==> src/rtl/sramlike_arbiter_2x1_pkg.sv <==
// Shared types for the 2:1 SRAM-like arbiter.
// - arb_owner_e : which requester owns a grant or an outstanding transaction
// - arb_lock_e  : grant lock state (held while a request waits for addr_ok)
package sramlike_arbiter_2x1_pkg;

  typedef enum logic {
    OWN_I = 1'b0,
    OWN_D = 1'b1
  } arb_owner_e;

  typedef enum logic {
    ARB_UNLOCKED = 1'b0,
    ARB_LOCKED   = 1'b1
  } arb_lock_e;

endpackage

==> src/rtl/sramlike_arbiter_2x1_owner_fifo.sv <==
// In-order FIFO of transaction owners (1-bit entries).
// Ports:
// - clk, resetn      : clock, synchronous active-low reset
// - push, push_owner : enqueue the owner of a newly accepted transaction
// - pop              : dequeue the head (caller guarantees count != 0)
// - count            : number of stored entries
// - head             : owner at the head of the queue
module sramlike_arbiter_2x1_owner_fifo
  import sramlike_arbiter_2x1_pkg::*;
#(
  parameter int unsigned DEPTH = 2,
  parameter int unsigned CNT_W = $clog2(DEPTH + 1)
) (
  input  logic             clk,
  input  logic             resetn,
  input  logic             push,
  input  arb_owner_e       push_owner,
  input  logic             pop,
  output logic [CNT_W-1:0] count,
  output arb_owner_e       head
);

  localparam int unsigned PtrW = (DEPTH > 1) ? $clog2(DEPTH) : 1;

  arb_owner_e mem_q [DEPTH];
  arb_owner_e mem_d [DEPTH];
  logic [PtrW-1:0]  wr_ptr_q, wr_ptr_d;
  logic [PtrW-1:0]  rd_ptr_q, rd_ptr_d;
  logic [CNT_W-1:0] count_q, count_d;

  // Pointers wrap modulo DEPTH, which need not be a power of two.
  function automatic logic [PtrW-1:0] ptr_inc(input logic [PtrW-1:0] p);
    if (p == PtrW'(DEPTH - 1)) begin
      return '0;
    end
    return p + PtrW'(1);
  endfunction

  always_comb begin
    mem_d    = mem_q;
    wr_ptr_d = wr_ptr_q;
    rd_ptr_d = rd_ptr_q;
    count_d  = count_q;
    if (push) begin
      mem_d[wr_ptr_q] = push_owner;
      wr_ptr_d        = ptr_inc(wr_ptr_q);
    end
    if (pop) begin
      rd_ptr_d = ptr_inc(rd_ptr_q);
    end
    count_d = count_q + CNT_W'(push) - CNT_W'(pop);
  end

  always_ff @(posedge clk) begin
    if (!resetn) begin
      wr_ptr_q <= '0;
      rd_ptr_q <= '0;
      count_q  <= '0;
    end else begin
      wr_ptr_q <= wr_ptr_d;
      rd_ptr_q <= rd_ptr_d;
      count_q  <= count_d;
    end
  end

  // Entry storage needs no reset: only slots covered by count are ever read.
  always_ff @(posedge clk) begin
    mem_q <= mem_d;
  end

  assign count = count_q;
  assign head  = mem_q[rd_ptr_q];

endmodule

==> src/rtl/sramlike_arbiter_2x1.sv <==
// 2:1 arbiter sharing one SRAM-like downstream port between an inst (I) and a data (D) requester.
// Fixed priority D > I; the grant is locked while a request waits for addr_ok so the downstream
// fields stay stable. Outstanding owners are queued in order to route data_ok back.
// Ports:
// - clk, resetn                          : clock, synchronous active-low reset
// - i_req/i_wr/i_size/i_addr/i_wdata     : inst requester command
// - i_rdata/i_addr_ok/i_data_ok          : inst requester responses
// - d_req/d_wr/d_size/d_addr/d_wdata     : data requester command
// - d_rdata/d_addr_ok/d_data_ok          : data requester responses
// - m_req/m_wr/m_size/m_addr/m_wdata     : downstream command (muxed from granted requester)
// - m_rdata/m_addr_ok/m_data_ok          : downstream responses (in order)
module sramlike_arbiter_2x1
  import sramlike_arbiter_2x1_pkg::*;
#(
  parameter int unsigned MAX_OUTST = 2,
  parameter int unsigned CNT_W     = $clog2(MAX_OUTST + 1)
) (
  input  logic        clk,
  input  logic        resetn,
  input  logic        i_req,
  input  logic        i_wr,
  input  logic [1:0]  i_size,
  input  logic [31:0] i_addr,
  input  logic [31:0] i_wdata,
  output logic [31:0] i_rdata,
  output logic        i_addr_ok,
  output logic        i_data_ok,
  input  logic        d_req,
  input  logic        d_wr,
  input  logic [1:0]  d_size,
  input  logic [31:0] d_addr,
  input  logic [31:0] d_wdata,
  output logic [31:0] d_rdata,
  output logic        d_addr_ok,
  output logic        d_data_ok,
  output logic        m_req,
  output logic        m_wr,
  output logic [1:0]  m_size,
  output logic [31:0] m_addr,
  output logic [31:0] m_wdata,
  input  logic [31:0] m_rdata,
  input  logic        m_addr_ok,
  input  logic        m_data_ok
);

  arb_lock_e  lock_q, lock_d;
  arb_owner_e lock_owner_q, lock_owner_d;
  arb_owner_e grant;
  arb_owner_e head;
  logic [CNT_W-1:0] count;
  logic gnt_req, not_full, accept, ret;

  sramlike_arbiter_2x1_owner_fifo #(
    .DEPTH (MAX_OUTST),
    .CNT_W (CNT_W)
  ) u_owner_fifo (
    .clk        (clk),
    .resetn     (resetn),
    .push       (accept),
    .push_owner (grant),
    .pop        (ret),
    .count      (count),
    .head       (head)
  );

  always_comb begin
    grant = OWN_I;
    if (lock_q == ARB_LOCKED) begin
      grant = lock_owner_q;
    end else if (d_req) begin
      grant = OWN_D;
    end
  end

  assign gnt_req  = (grant == OWN_D) ? d_req : i_req;
  // Registered count only: a same-cycle return does not free a slot for a new accept.
  assign not_full = (count != CNT_W'(MAX_OUTST));
  // resetn gating keeps every handshake quiet during the reset cycle.
  assign m_req    = resetn & gnt_req & not_full;
  assign accept   = m_req & m_addr_ok;
  assign ret      = resetn & m_data_ok & (count != '0);

  assign m_wr    = (grant == OWN_D) ? d_wr    : i_wr;
  assign m_size  = (grant == OWN_D) ? d_size  : i_size;
  assign m_addr  = (grant == OWN_D) ? d_addr  : i_addr;
  assign m_wdata = (grant == OWN_D) ? d_wdata : i_wdata;

  assign i_addr_ok = accept & (grant == OWN_I);
  assign d_addr_ok = accept & (grant == OWN_D);
  assign i_data_ok = ret & (head == OWN_I);
  assign d_data_ok = ret & (head == OWN_D);

  assign i_rdata = m_rdata;
  assign d_rdata = m_rdata;

  always_comb begin
    lock_d       = lock_q;
    lock_owner_d = lock_owner_q;
    unique case (lock_q)
      ARB_UNLOCKED: begin
        if (m_req && !m_addr_ok) begin
          lock_d       = ARB_LOCKED;
          lock_owner_d = grant;
        end
      end
      ARB_LOCKED: begin
        if (m_addr_ok) begin
          lock_d = ARB_UNLOCKED;
        end
      end
      default: lock_d = ARB_UNLOCKED;
    endcase
  end

  always_ff @(posedge clk) begin
    if (!resetn) begin
      lock_q       <= ARB_UNLOCKED;
      lock_owner_q <= OWN_I;
    end else begin
      lock_q       <= lock_d;
      lock_owner_q <= lock_owner_d;
    end
  end

endmodule

==> config.mk <==
export PLATFORM = sky130hd
export DESIGN_NAME = sramlike_arbiter_2x1
export DESIGN_NICKNAME = d
export VERILOG_FILES = /design/src/rtl/sramlike_arbiter_2x1_pkg.sv /design/src/rtl/sramlike_arbiter_2x1_owner_fifo.sv /design/src/rtl/sramlike_arbiter_2x1.sv
export SDC_FILE = /design/constraint.sdc
export NUM_CORES = 1
export LEC_CHECK = 0
export CORE_AREA = 2 2 121 123
export CTS_CLUSTER_DIAMETER = 50
export CTS_CLUSTER_SIZE = 40
export DETAILED_ROUTE_END_ITERATION = 10
export DIE_AREA = 0 0 123 125
export SETUP_SLACK_MARGIN = 0.1
export SLEW_MARGIN = 20
export SYNTH_ARGS = -nofsm -noshare
export SYNTH_HDL_FRONTEND = slang
export SYNTH_HIERARCHICAL = 1
export SYNTH_SLANG_ARGS = --single-unit
export TNS_END_PERCENT = 50
==> constraint.sdc <==
create_clock -name clk -period 1.6 [get_ports clk]
set_clock_uncertainty 0.1 [all_clocks]
set_input_delay 0.32 -clock clk [delete_from_list [all_inputs] [get_ports clk]]
set_output_delay 0.32 -clock clk [all_outputs]
set_load 0.02 [all_outputs]
[Yosys cells after proc, flatten, opt, wreduce, memory -nomap -nowiden]
Cells that the tools add are included.
Word-level totals
  bits in registers: 8
  bits of input ports: 172
  output and inout bits: 136
  word-level logic and storage cells: 58
Operators by class
  add/sub/neg operators: 4
  order comparisons: 3
  equal/unequal tests: 1
  muxes and demuxes: 24
  bitwise logic cells: 14
  reduce and logical (&&, ||, !) cells: 5
Operators by type and width (number)
  32-bit 2-to-1 mux: 2
  1-bit 2-to-1 mux: 18
  1-bit AND: 9
  2-bit greater-or-equal comparator (second input constant): 2
  1-bit NOT with 2-bit output: 2
  1-bit NOT: 3
  1-bit adder (second input constant): 2
  2-bit by 1-bit adder with 2-bit output: 1
  2-bit bitwise mux: 1
  1-bit logical AND: 2
  2-bit by 1-bit < comparator with 1-bit output (second input constant): 1
  2-bit 2-to-1 mux: 1
  2-bit != test (second input constant): 1
  1-bit one-hot mux with 2 select lines: 1
  2-bit AND reduction: 1
  2-bit nonzero test: 1
  2-bit by 1-bit subtractor with 2-bit output: 1
  1-bit demux with 1-bit select: 1
  1-bit logical NOT: 1

[Logic depth before layout (Yosys ltp)]
  depth in word-level cells: 8
  gate-level depth with buffers: 9
  depth with buffers taken out: 9

[Cells and area by module]
The synthesis kept the hierarchy.
Modules (own cells, without submodules)
  sramlike_arbiter_2x1: instances 1, cells an instance 164, area each 1462.7 um2, sequential area each 40.0 um2
  sramlike_arbiter_2x1_owner_fifo: instances 1, cells an instance 20, area each 262.8 um2, sequential area each 140.1 um2

[Least setup slack after synthesis]
Ideal clock, no wire load.
  kind: register to output
  start point: reg lock_q
  end point: out m_wdata[20]
  arrival: 1.470 ns
  required time: 1.180 ns
  setup slack: -0.290 ns
  cell stages (with the launch flop): 5
  buffers on the path: 2
  path through: dfxtp_1 mux2i_1 buf_4 buf_6 mux2_1
On the way
  cells in the longest elaborated chain, start to end: 2
Ends and longest elaborated chain
  from (decl): line sramlike_arbiter_2x1.sv:46  | arb_lock_e lock_q, lock_d;
  from (signal assigned): line sramlike_arbiter_2x1.sv:120  | lock_q <= lock_d;
  1-bit 2-to-1 mux: line sramlike_arbiter_2x1.sv:68  | if (lock_q == ARB_LOCKED) begin
  32-bit 2-to-1 mux: line sramlike_arbiter_2x1.sv:86  | assign m_wdata = (grant == OWN_D) ? d_wdata : i_wdata;
  to (decl): line sramlike_arbiter_2x1.sv:40  | output logic [31:0] m_wdata,
Every way passes these cells.

[Worst setup path in the final report]
  start point: in d_req
  end point: out m_addr[13]
On the way
  cells in the longest elaborated chain, start to end: 3
Ends and longest elaborated chain
  from (decl): line sramlike_arbiter_2x1.sv:28  | input logic d_req,
  1-bit 2-to-1 mux: line sramlike_arbiter_2x1.sv:70  | end else if (d_req) begin
  1-bit 2-to-1 mux: line sramlike_arbiter_2x1.sv:68
  32-bit 2-to-1 mux: line sramlike_arbiter_2x1.sv:85  | assign m_addr = (grant == OWN_D) ? d_addr : i_addr;
  to (decl): line sramlike_arbiter_2x1.sv:39  | output logic [31:0] m_addr,
Every way passes these cells.

==> results.ini <==
[run_status]
status=complete, but fails checks
violations=setup timing

[critical_path]
cp-startpoint=d_req
crit_family=buffers and inverters
start_kind=input port
r2r-end=u_owner_fifo/count[1]
path_buf_inv=4
reg2regPathDepth=11
cp_slowest_cell=mux2_2
crit_cells=6
required_ns=1.18
worstPathArrival_ns=1.70
r2r_setup_slack_ns=-0.40
crit_type=input port to output port
cpPeakStageDelay_ns=0.36
critPathCaptureType=output port
rr_startpoint=lock_q
path_max_fanout=21
cp_cell_sequence=dlygate4sd2_1 > mux2i_4 > buf_12 > buf_16 > mux2_2 > buf_2

[floorplanning]
die-area_um2=15400
rows=44
start_util_pct=12.1
core_area_um2=14200
die_width_um=123
boundaryPins=308
die_y_um=125

[power]
power_frac_comb_pct=67.6
pwr-share-seq_pct=12.2
switchingPower_uw=643
ir_drop_mv=0.353
finalPower_uw=2040
swShare_pct=31.6
pwr-share-clk_pct=20.2
power_leakage_uw=0.00172
power_density_nw_per_um2=519
cellInternalPower_uw=1390

[worst_hold_path]
whs_path_depth=3
hold_end=lock_q
hold_start=m_addr_ok
hold_path_class=input port to flop

[timing]
clock.fmax_mhz=471
worstMarginPinSlew_ns=0.242
slew_viol_final=0
finalHoldViolations=0
fin_ws_ns=-0.522
finalCritPeriodShare_pct=133
setup_violations=72
maxSlewHeadroom_pct=83.8
fin_crit_ns=2.12
rsz0062_at_grt=yes

[drt]
wl_per_cell_um=15.0
drt-initial-drc-count=43
wl_met3_um=845
dr_wl_met2_mm=4.11
drc_errors=0
first_pass_iters=4
antenna_left=0
num_vias=1947
maxUsedRoutingLayer=met4
avgViaCountPerCell=3.67
drt-total-wl_mm=7.96
wl_met1_mm=2.92

[global_routing]
grt_max_degree=25
grt-ovfl-total=0
antenna_found_initial=0
grt_usage_pct=9.16
grt_pass1_wl_mm=11.0
grt_pass1_vias=2152

[clocking]
cts_tree=yes
path_clk_slew_ns=0.04
clock_tree.root_cell=clkbuf_16
insertion_delay_ns=0.23
cts_buffer_depth=2
cts_buffers=3
cts_sinks=8
htreeDepth=1

[placed_design]
portBuffers=211
place_congestion=0.757
dpl.hpwl_mm=6.37
dp_slack_ns=-1.21

[synth]
synth_area_leaders=mux2_2 (39%), buf_4 (28%), dfxtp_1 (7.0%), mux2_1 (5.2%), edfxtp_1 (3.5%)
synth_area_um2=1730
ys_types=29
netlist.area_leader.share_pct=39.2
ys.warnings.count=6
syn_nets=358
ys_ff_latch=8
yosys.area.top_type=mux2_2
ys_seq_area_share_pct=10.4
synthCells=184
syn_area_per_cell_um2=9.38

[layout]
antenna_cells=0
mostFrequentLayoutCell=clkdlybuf4s50_1
final_cell_mix=clkdlybuf4s50_1 (134), mux2_2 (35), buf_2 (35), mux2_4 (33), buf_6 (32)
final_nets=522
synthToLayoutAreaGrowth_pct=127
drive_gt1_share_pct=51.7

[flow_run]
cap_violations=0

==> worst max-delay path by stage <==
stage	end
finish	m_addr[13]
floorplan	u_owner_fifo/count[1]
detailed placement	m_addr[4]
global placement	m_addr[4]
CTS	m_addr[22]
global route	m_addr[13]
==> power groups by stage <==
stage	logic, uW	registers (uW)	clock network, uW
6_report	1380	248	412
3_5_place_dp	1310	248	0
2_1_floorplan	801	247	0
4_1_cts	1240	247	417
3_3_place_gp	1300	246	0
5_1_grt	1450	251	436
==> Yosys cell counts <==
library cell and count:
and2_1 4, dfxtp_1 6, nor3b_1 2, mux2_2 60, o211a_1 1, buf_4 65, o22ai_1 1, a32o_1 1
a21boi_0 1, or2_2 1, nor2_1 4, buf_6 1, nand2b_1 2, xnor3_1 1, ha_1 2, mux2i_1 1
nand3_1 1, inv_1 4, xor2_1 1, nand2_1 2, nor2b_1 3, o21a_1 1, buf_2 5, and3_1 1
nor2b_2 1, mux2_1 8, edfxtp_1 2, nand4_1 1, a31oi_1 1
==> area by class of cell <==
class / count / area (um2)
Sequential cell: 8 / 189
Clock buffer: 3 / 75.1
Tap cell: 184 / 230
Fill cell: 1538 / 10300
Inverter: 4 / 15.0
Multi-Input combinational cell: 101 / 1190
Timing Repair Buffer: 230 / 2230
==> repair_timing <==
action                                  CTS  global route
setup buffers                             1             0
endpoints found under the setup margin   79            77
resized for setup                       335            73
cloned                                    1             3
pin swaps                                 3             1
hold buffers                              0             0
==> logic make-up (layout without fill, tap and decap cells) <==
family / after synthesis / after routing / synth area share, %
buffers and inverters: 75 / 237 / 31.3
AOI/OAI and AO/OA: 6 / 6 / 2.76
xor gates and xnor gates: 2 / 2 / 1.81
adders and majority gates: 2 / 2 / 1.45
muxes: 69 / 69 / 45.0
DFF: 8 / 8 / 10.4
and+or+nand+nor: 22 / 22 / 7.32
==> worst reg2reg max path: stages, from the launching register on <==
cell      delay, ns
dfxtp_4        0.34
buf_4          0.15
a21boi_2       0.14
o22ai_2        0.10
buf_4          0.15
nor2_4         0.09
inv_1          0.05
ha_1           0.27
inv_1          0.06
ha_1           0.15
xnor3_1        0.22
nor2b_2        0.11
==> per-layer routing <==
metal | vias to the layer above | global-route usage, %
li1 | 900 | -
met1 | 886 | 9.41
met2 | 155 | 17.6
met3 | 6 | 3.19
met4 | 0 | 1.67
met5 | - | 0
==> sequential cells by signal (all words and copies together) (netlist names) <==
| name | cells |
|---|---|
| lock_owner_q | 1 |
| lock_q | 1 |
| u_owner_fifo/count | 2 |
| u_owner_fifo/mem_q | 2 |
| u_owner_fifo/rd_ptr_q | 1 |
| u_owner_fifo/wr_ptr_q | 1 |
==> metrics by stage <==
| step | utilization [%] | setup TNS (ns) | hold slack, ns | instances | cell area (um2) |
|---|---|---|---|---|---|
| after floorplan | - | -6.30 | 0.289 | 184 | 1790 |
| after global placement | 26.2 | -82.76 | 0.441 | 522 | 3720 |
| after detailed placement | 26.2 | -83.83 | 0.455 | 522 | 3720 |
| after CTS | 25.5 | -34.33 | 0.453 | 527 | 3620 |
| after global routing | 27.6 | -37.06 | 0.457 | 530 | 3930 |
| final | 27.6 | -32.66 | 0.454 | 530 | 3930 |
No activity file was read; power rests on OpenSTA's default activity.
